## src/rtl/vga_pkg.sv

```systemverilog
// Shared VGA timing constants, the ball descriptor and register-map helpers
// for the sprite engine.
package vga_pkg;

  localparam int HACTIVE      = 1280;
  localparam int HFRONT_PORCH = 32;
  localparam int HSYNC        = 192;
  localparam int HBACK_PORCH  = 96;
  localparam int VACTIVE      = 480;
  localparam int VFRONT_PORCH = 10;
  localparam int VSYNC        = 2;
  localparam int VBACK_PORCH  = 33;

  // Widest radius the ATTR layout can carry (bits 30:24).
  localparam int RAD_MAX = 7;

  localparam logic [23:0] BG_RESET = 24'h000080;

  typedef struct packed {
    logic               enable;
    logic [RAD_MAX-1:0] radius;
    logic [23:0]        rgb;
    logic [9:0]         pos_v;
    logic [9:0]         pos_h;
  } ball_t;

  typedef enum logic {
    CM_IDLE    = 1'b0,
    CM_PENDING = 1'b1
  } commit_state_t;

  function automatic int pos_addr(input int i);
    return 2 * i;
  endfunction

  function automatic int attr_addr(input int i);
    return 2 * i + 1;
  endfunction

  function automatic int bg_addr(input int n);
    return 2 * n;
  endfunction

  function automatic int ctrl_addr(input int n);
    return 2 * n + 1;
  endfunction

endpackage

```

## src/rtl/ball_hit_unit.sv

```systemverilog
// Combinational inside-circle test of one pixel against one ball.
module ball_hit_unit
  import vga_pkg::*;
#(
  parameter int RAD_W = 6
) (
  input  logic [9:0] i_x,
  input  logic [9:0] i_y,
  input  ball_t      i_ball,
  output logic       o_hit
);

  logic [9:0]         w_dx;
  logic [9:0]         w_dy;
  logic [19:0]        w_dx2;
  logic [19:0]        w_dy2;
  logic [20:0]        w_sum;
  logic [RAD_W-1:0]   w_rad;
  logic [2*RAD_W-1:0] w_r2;
  logic               w_unused;

  assign w_dx  = (i_x >= i_ball.pos_h) ? (i_x - i_ball.pos_h) : (i_ball.pos_h - i_x);
  assign w_dy  = (i_y >= i_ball.pos_v) ? (i_y - i_ball.pos_v) : (i_ball.pos_v - i_y);
  assign w_dx2 = 20'(w_dx) * 20'(w_dx);
  assign w_dy2 = 20'(w_dy) * 20'(w_dy);
  assign w_sum = 21'(w_dx2) + 21'(w_dy2);
  assign w_rad = i_ball.radius[RAD_W-1:0];
  assign w_r2  = (2*RAD_W)'(w_rad) * (2*RAD_W)'(w_rad);

  // Strict compare: the rim pixel at exactly r is outside, and r=0 never hits.
  assign o_hit = i_ball.enable && (w_sum < 21'(w_r2));

  assign w_unused = &{1'b0, i_ball.rgb, i_ball.radius};

endmodule

```

## src/rtl/vga_counters.sv

```systemverilog
// Raster counters at two clocks per pixel; decodes sync, blank and the pixel clock.
module vga_counters #(
  parameter int H_ACTIVE = 1280,
  parameter int H_FRONT  = 32,
  parameter int H_SYNC   = 192,
  parameter int H_BACK   = 96,
  parameter int V_ACTIVE = 480,
  parameter int V_FRONT  = 10,
  parameter int V_SYNC   = 2,
  parameter int V_BACK   = 33
) (
  input  logic        clk,
  input  logic        reset,
  output logic [10:0] o_hcount,
  output logic [9:0]  o_vcount,
  output logic        o_hs,
  output logic        o_vs,
  output logic        o_blank_n,
  output logic        o_vga_clk
);

  localparam int H_TOTAL = H_ACTIVE + H_FRONT + H_SYNC + H_BACK;
  localparam int V_TOTAL = V_ACTIVE + V_FRONT + V_SYNC + V_BACK;

  logic [10:0] r_hcount;
  logic [9:0]  r_vcount;

  always_ff @(posedge clk or posedge reset) begin
    if (reset) begin
      r_hcount <= '0;
      r_vcount <= '0;
    end else if (r_hcount == 11'(H_TOTAL - 1)) begin
      r_hcount <= '0;
      if (r_vcount == 10'(V_TOTAL - 1)) r_vcount <= '0;
      else                              r_vcount <= r_vcount + 10'd1;
    end else begin
      r_hcount <= r_hcount + 11'd1;
    end
  end

  assign o_hcount  = r_hcount;
  assign o_vcount  = r_vcount;
  assign o_hs      = !((r_hcount >= 11'(H_ACTIVE + H_FRONT)) &&
                       (r_hcount <  11'(H_ACTIVE + H_FRONT + H_SYNC)));
  assign o_vs      = !((r_vcount >= 10'(V_ACTIVE + V_FRONT)) &&
                       (r_vcount <  10'(V_ACTIVE + V_FRONT + V_SYNC)));
  assign o_blank_n = (r_hcount < 11'(H_ACTIVE)) && (r_vcount < 10'(V_ACTIVE));
  assign o_vga_clk = r_hcount[0];

endmodule

```

## src/rtl/vga_sprite_engine.sv

```systemverilog
// N_BALLS filled circles over a background colour, Avalon-MM programmable,
// with staged registers committed at the start of vertical blank.
module vga_sprite_engine
  import vga_pkg::*;
#(
  parameter int N_BALLS  = 4,
  parameter int RAD_W    = 6,
  parameter int ADDR_W   = 4,
  // Raster geometry is overridable so reduced rasters can be built.
  parameter int H_ACTIVE = HACTIVE,
  parameter int H_FRONT  = HFRONT_PORCH,
  parameter int H_SYNC   = HSYNC,
  parameter int H_BACK   = HBACK_PORCH,
  parameter int V_ACTIVE = VACTIVE,
  parameter int V_FRONT  = VFRONT_PORCH,
  parameter int V_SYNC   = VSYNC,
  parameter int V_BACK   = VBACK_PORCH
) (
  input  logic              clk,
  input  logic              reset,
  input  logic              chipselect,
  input  logic              write,
  input  logic              read,
  input  logic [ADDR_W-1:0] address,
  input  logic [31:0]       writedata,
  output logic [31:0]       readdata,
  output logic [7:0]        VGA_R,
  output logic [7:0]        VGA_G,
  output logic [7:0]        VGA_B,
  output logic              VGA_CLK,
  output logic              VGA_HS,
  output logic              VGA_VS,
  output logic              VGA_BLANK_n,
  output logic              VGA_SYNC_n
);

  // state      | meaning
  // CM_IDLE    | active bank matches the last commit; nothing waiting
  // CM_PENDING | commit requested; staging copied at the next boundary

  localparam int H_TOTAL = H_ACTIVE + H_FRONT + H_SYNC + H_BACK;

  logic [10:0]        w_hcount;
  logic [9:0]         w_vcount;
  logic               w_hs, w_vs, w_blank_n, w_vga_clk;
  logic               w_boundary;
  logic               w_wr, w_ctrl_commit;
  logic [31:0]        w_rd_data;
  logic [N_BALLS-1:0] w_hit;
  logic [23:0]        w_pix;
  logic               w_unused;

  ball_t              r_stg [N_BALLS];
  ball_t              r_act [N_BALLS];
  logic [23:0]        r_stg_bg, r_act_bg;
  commit_state_t      r_cm_state;
  logic [15:0]        r_frame_count;
  logic [31:0]        r_readdata;

  logic [N_BALLS-1:0] r_s1_hit;
  logic [23:0]        r_s1_rgb [N_BALLS];
  logic [23:0]        r_s1_bg;
  logic               r_s1_hs, r_s1_vs, r_s1_blank_n, r_s1_vga_clk;
  logic [23:0]        r_s2_rgb;
  logic               r_s2_hs, r_s2_vs, r_s2_blank_n, r_s2_vga_clk;

  vga_counters #(
    .H_ACTIVE (H_ACTIVE), .H_FRONT (H_FRONT), .H_SYNC (H_SYNC), .H_BACK (H_BACK),
    .V_ACTIVE (V_ACTIVE), .V_FRONT (V_FRONT), .V_SYNC (V_SYNC), .V_BACK (V_BACK)
  ) u_counters (
    .clk       (clk),
    .reset     (reset),
    .o_hcount  (w_hcount),
    .o_vcount  (w_vcount),
    .o_hs      (w_hs),
    .o_vs      (w_vs),
    .o_blank_n (w_blank_n),
    .o_vga_clk (w_vga_clk)
  );

  assign w_boundary    = (w_hcount == 11'(H_TOTAL - 1)) && (w_vcount == 10'(V_ACTIVE - 1));
  assign w_wr          = chipselect && write;
  assign w_ctrl_commit = w_wr && (address == ADDR_W'(ctrl_addr(N_BALLS))) && writedata[0];

  always_ff @(posedge clk or posedge reset) begin
    if (reset) begin
      for (int i = 0; i < N_BALLS; i++) r_stg[i] <= '0;
      r_stg_bg <= BG_RESET;
    end else if (w_wr) begin
      for (int i = 0; i < N_BALLS; i++) begin
        if (address == ADDR_W'(pos_addr(i))) begin
          r_stg[i].pos_v <= writedata[25:16];
          r_stg[i].pos_h <= writedata[9:0];
        end
        if (address == ADDR_W'(attr_addr(i))) begin
          r_stg[i].enable <= writedata[31];
          r_stg[i].radius <= RAD_MAX'(writedata[24 +: RAD_W]);
          r_stg[i].rgb    <= writedata[23:0];
        end
      end
      if (address == ADDR_W'(bg_addr(N_BALLS))) r_stg_bg <= writedata[23:0];
    end
  end

  // Copy samples staging before any same-cycle write lands.
  always_ff @(posedge clk or posedge reset) begin
    if (reset) begin
      for (int i = 0; i < N_BALLS; i++) r_act[i] <= '0;
      r_act_bg <= BG_RESET;
    end else if (w_boundary && (r_cm_state == CM_PENDING)) begin
      for (int i = 0; i < N_BALLS; i++) r_act[i] <= r_stg[i];
      r_act_bg <= r_stg_bg;
    end
  end

  always_ff @(posedge clk or posedge reset) begin
    if (reset) begin
      r_cm_state    <= CM_IDLE;
      r_frame_count <= '0;
    end else begin
      if (w_boundary) r_frame_count <= r_frame_count + 16'd1;
      case (r_cm_state)
        CM_IDLE:    if (w_ctrl_commit) r_cm_state <= CM_PENDING;
        CM_PENDING: if (w_boundary && !w_ctrl_commit) r_cm_state <= CM_IDLE;
        default:    r_cm_state <= CM_IDLE;
      endcase
    end
  end

  always_comb begin
    w_rd_data = '0;
    for (int i = 0; i < N_BALLS; i++) begin
      if (address == ADDR_W'(pos_addr(i))) begin
        w_rd_data[25:16] = r_stg[i].pos_v;
        w_rd_data[9:0]   = r_stg[i].pos_h;
      end
      if (address == ADDR_W'(attr_addr(i))) begin
        w_rd_data[31]         = r_stg[i].enable;
        w_rd_data[24 +: RAD_W] = r_stg[i].radius[RAD_W-1:0];
        w_rd_data[23:0]       = r_stg[i].rgb;
      end
    end
    if (address == ADDR_W'(bg_addr(N_BALLS)))   w_rd_data[23:0] = r_stg_bg;
    if (address == ADDR_W'(ctrl_addr(N_BALLS))) w_rd_data = {(r_cm_state == CM_PENDING), 15'd0, r_frame_count};
  end

  always_ff @(posedge clk or posedge reset) begin
    if (reset)                   r_readdata <= '0;
    else if (chipselect && read) r_readdata <= w_rd_data;
  end

  for (genvar g = 0; g < N_BALLS; g++) begin : g_hit
    ball_hit_unit #(.RAD_W(RAD_W)) u_hit (
      .i_x    (w_hcount[10:1]),
      .i_y    (w_vcount),
      .i_ball (r_act[g]),
      .o_hit  (w_hit[g])
    );
  end

  always_ff @(posedge clk or posedge reset) begin
    if (reset) begin
      r_s1_hit     <= '0;
      for (int i = 0; i < N_BALLS; i++) r_s1_rgb[i] <= '0;
      r_s1_bg      <= '0;
      r_s1_hs      <= 1'b1;
      r_s1_vs      <= 1'b1;
      r_s1_blank_n <= 1'b0;
      r_s1_vga_clk <= 1'b0;
    end else begin
      r_s1_hit     <= w_hit;
      for (int i = 0; i < N_BALLS; i++) r_s1_rgb[i] <= r_act[i].rgb;
      r_s1_bg      <= r_act_bg;
      r_s1_hs      <= w_hs;
      r_s1_vs      <= w_vs;
      r_s1_blank_n <= w_blank_n;
      r_s1_vga_clk <= w_vga_clk;
    end
  end

  // Walk downward so the lowest-index hitting ball has the last word.
  always_comb begin
    w_pix = r_s1_bg;
    for (int i = N_BALLS - 1; i >= 0; i--) begin
      if (r_s1_hit[i]) w_pix = r_s1_rgb[i];
    end
  end

  always_ff @(posedge clk or posedge reset) begin
    if (reset) begin
      r_s2_rgb     <= '0;
      r_s2_hs      <= 1'b1;
      r_s2_vs      <= 1'b1;
      r_s2_blank_n <= 1'b0;
      r_s2_vga_clk <= 1'b0;
    end else begin
      r_s2_rgb     <= r_s1_blank_n ? w_pix : 24'd0;
      r_s2_hs      <= r_s1_hs;
      r_s2_vs      <= r_s1_vs;
      r_s2_blank_n <= r_s1_blank_n;
      r_s2_vga_clk <= r_s1_vga_clk;
    end
  end

  assign readdata              = r_readdata;
  assign {VGA_R, VGA_G, VGA_B} = r_s2_rgb;
  assign VGA_HS                = r_s2_hs;
  assign VGA_VS                = r_s2_vs;
  assign VGA_BLANK_n           = r_s2_blank_n;
  assign VGA_CLK               = r_s2_vga_clk;
  assign VGA_SYNC_n            = 1'b0;

  assign w_unused = &{1'b0, writedata, w_hcount[0]};

endmodule

```

## config.mk

```make
export PLATFORM = sky130hd
export DESIGN_NAME = vga_sprite_engine
export DESIGN_NICKNAME = d
export VERILOG_FILES = /design/src/rtl/vga_pkg.sv /design/src/rtl/ball_hit_unit.sv /design/src/rtl/vga_counters.sv /design/src/rtl/vga_sprite_engine.sv
export SDC_FILE = /design/constraint.sdc
export NUM_CORES = 2
export LEC_CHECK = 0
export BUFFER_PORTS_ARGS = -buffer_cell sky130_fd_sc_hd__buf_2
export CAP_MARGIN = 20
export CORE_ASPECT_RATIO = 0.7
export CORE_MARGIN = 1.5
export CORE_UTILIZATION = 40
export CTS_CLUSTER_DIAMETER = 150
export CTS_CLUSTER_SIZE = 24
export DETAILED_ROUTE_END_ITERATION = 8
export GPL_TIMING_DRIVEN = 1
export PLACE_DENSITY = 0.56
export SLEW_MARGIN = 10
export SYNTH_ARGS = -nofsm -noshare
export SYNTH_HDL_FRONTEND = slang
export SYNTH_SLANG_ARGS = --single-unit
```

## constraint.sdc

```tcl
create_clock -name clk -period 23.4 [get_ports clk]
set_clock_uncertainty 0.05 [all_clocks]
set_input_delay 4.68 -clock clk [delete_from_list [all_inputs] [get_ports clk]]
set_output_delay 4.68 -clock clk [all_outputs]
set_load 0.01 [all_outputs]
```

==> results.sh <==
export IMPL_status="complete, no violations"
export IMPL_post_route_util=0.429
export IMPL_setup_slack_ps=11220
export IMPL_pre_cts_ws_ps=11220
export IMPL_yosys_area_share_simple=0.132
export IMPL_cp_arrival_ps=12540
export IMPL_period_minus_slack_ps=12180
export IMPL_period_share=0.521
export IMPL_clkTransAtPathRegs_ps=110
export IMPL_first_iter_violations=3409
export IMPL_num_io_pins=102
export IMPL_register_area_um2=17100
export IMPL_crit_type="reg2reg"
export IMPL_holdBufCountCts=0
export IMPL_die_y_um=325
export IMPL_grt_pass1_wl_mm=260
export IMPL_grt_usage=0.220
export IMPL_synth_fa_ha_area_frac=0.316
export IMPL_synth_most_common_cell="inv_1"
export IMPL_crit_buf_inv=5
export IMPL_final_nets=7385
export IMPL_cpLargestDelayFamily="adder cells"
export IMPL_synth_ff_type="dfrtp_1"
export IMPL_crit_path_max_fanout=10
export IMPL_clkSinkCount=681
export IMPL_yosysUniqueCellTypes=92
export IMPL_slowest_delay_ps=800
export IMPL_synth_top_family_by_area="adder cells"
export IMPL_hold_viol=0
export IMPL_cap_violations=0
export IMPL_fill_cells=14438
export IMPL_hold_class="reg2reg"
export IMPL_antenna_found_initial=11
export IMPL_cp_end_kind="register"
export IMPL_gp_congestion=0.890
export IMPL_firstDrtPassIters=9
export IMPL_initial_utilization=0.402
export IMPL_place_hpwl_mm=130
export IMPL_insertion_delay_ps=580
export IMPL_area_growth_pct=6.80
export IMPL_tightest_slew_ps=1240
export IMPL_slew_violations=0
export IMPL_coreArea_um2=148000
export IMPL_num_rows=118
export IMPL_final_antenna_net_count=0
export IMPL_cts_htree_levels=2
export IMPL_synth_area_top_cells="dfrtp_1, fa_1, ha_1, inv_1, nand2_1"
export IMPL_max_freq_ghz=0.0821
export IMPL_cp_start_kind="register"
export IMPL_grt_max_degree=186
export IMPL_synth_seq_cells=681
export IMPL_fp_dieArea_um2=151000
export IMPL_wl_per_cell_um=20.2
export IMPL_cpMostUsedCell="fa_1"
export IMPL_maxSlewHeadroom=0.154
export IMPL_synth_largest_area_cell="dfrtp_1"
export IMPL_grt_overflow=0
export IMPL_fp_dieW_um=463
export IMPL_postCtsSetupBuffers=0
export IMPL_cts_tree="built"
export IMPL_cts_resized=0
export IMPL_slowest_stage="ha_1"
export IMPL_via_count=43020
export IMPL_finalPower_mw=2.18
export IMPL_setup_viol=0
export IMPL_crit_required_ps=23750
export IMPL_synth_top_area_frac=0.285
export IMPL_layout_cells_non_filler=8189
export IMPL_cts_buffers=34
export IMPL_syn_avg_cell_area_um2=9.63
export IMPL_rsz0062_at_grt="false"
export IMPL_synth_xor_area_share=0.0280
export IMPL_irDropWorstVdd_mv=0.0458
export IMPL_portBuffers=98
export IMPL_yosysWarnings=0
export IMPL_avgViaCountPerCell=5.25
export IMPL_leakage_nw=32.8
export IMPL_synth_async_reset_ratio=1.00
export IMPL_power_density_nw_per_um2=34.4
export IMPL_dp_cells=8130
export IMPL_synth_area_um2=59400
export IMPL_drive_gt1_frac=0.0985
export IMPL_grt_pass1_vias=42995
export IMPL_cts_buffer_depth=3
export IMPL_multi_input_area_um2=38100
export IMPL_netlist_instances=6167
export IMPL_root_buffer="clkbuf_16"
export IMPL_drt_total_wl_mm=166
export IMPL_yosysSeqAreaShare=0.287
export IMPL_drc=0
export IMPL_synth_compound_area_frac=0.0977
export IMPL_yosys_top_cells_count="inv_1, nand2_1, dfrtp_1, ha_1, fa_1"
export IMPL_fin_tns_setup_ps=0
export IMPL_synth_area_mux_share=0.0649
export IMPL_synth_edf_count=0
-- area by class of cell --
cell class | instances | area share
Clock buffer | 51 | 0.0148
Inverter | 932 | 0.0553
Sequential cell | 681 | 0.269
Tap cell | 1980 | 0.0391
Timing Repair Buffer | 195 | 0.0201
Clock inverter | 2 | 0.000395
Multi-Input combinational cell | 4343 | 0.601
Antenna cell | 5 | 0.000197
-- cell families (layout without fill, tap and decap cells) --
group / count (synthesis) / count (layout)
XOR/XNOR: 190 / 190
buffers and inverters: 1144 / 1180
flip-flops: 681 / 681
multiplexers: 352 / 352
AND/OR/NAND/NOR: 1751 / 1751
adder cells (fa/ha/maj): 1157 / 1157
AO/OA/AOI/OAI: 891 / 891
other: 1 / 7
-- metal layers --
layer / up-vias / share of wire / track usage
met4: 6 / 0.015 / 0.0304
met3: 140 / 0.056 / 0.0264
met5: - / 0.00028 / 0
met1: 21633 / 0.51 / 0.354
li1: 20197 / - / -
met2: 1044 / 0.42 / 0.319
-- metrics by stage --
stage | hold WS (ps) | area, um2
6_report | 317 | 63400
5_1_grt | 322 | 63400
4_1_cts | 324 | 63400
3_5_place_dp | 297 | 62400
3_3_place_gp | 297 | 62400
2_1_floorplan | 281 | 59400
-- worst paths after layout --
check                                  startpoint     endpoint  slack (ps)  cells past startpoint
setup reg to reg           u_counters.o_hcount[1]  r_s1_hit[2]       11220                     33
setup / recovery           u_counters.o_hcount[1]  r_s1_hit[2]       11220                     33
min in group asynchronous                   reset      VGA_CLK        4040                      2
max in group asynchronous                   reset  r_s1_bg[18]       16220                      5
hold reg to reg                           r_s1_hs       VGA_HS         320                      0
hold / removal                            r_s1_hs       VGA_HS         320                      0
-- layout by cell type, fill, tap and decap left out, drive strengths merged, types with 8 or more instances in the layout --
cell and instances:
a2111oi 13, a211oi 21, a21o 84, a21oi 202
a221oi 39, a222oi 29, a31oi 41, and2 67
and3 23, buf 195, clkbuf 51, dfrtp 675
fa 572, ha 585, inv 928, mux2 257
mux2i 95, nand2 780, nand2b 84, nand3 61
nand4 37, nor2 436, nor2b 52, nor3 71
nor3b 13, nor4 20, o2111ai 10, o211ai 23
o21a 42, o21ai 250, o21bai 31, o31a 8
o31ai 14, or2 58, or3 19, xnor2 146
xor2 44
-- state kept, by name (all words and copies together) (netlist names), 4 cells and up --
signal and count:
r_frame_count 16, readdata 31, u_counters.o_hcount 11, r_s1_bg 24
r_s2_rgb 24, u_counters.o_vcount 10, r_act 204, r_s1_rgb 96
r_stg 204, r_stg_bg 24, r_s1_hit 4, r_act_bg 24
-- power breakdown --
group	total (mW)	switching, mW	internal [mW]
logic	0.163	0.0831	0.0801
registers	1.34	0.0810	1.26
clock network	0.677	0.394	0.283
total	2.18	0.558	1.62
No activity file was read; power rests on OpenSTA's default activity.
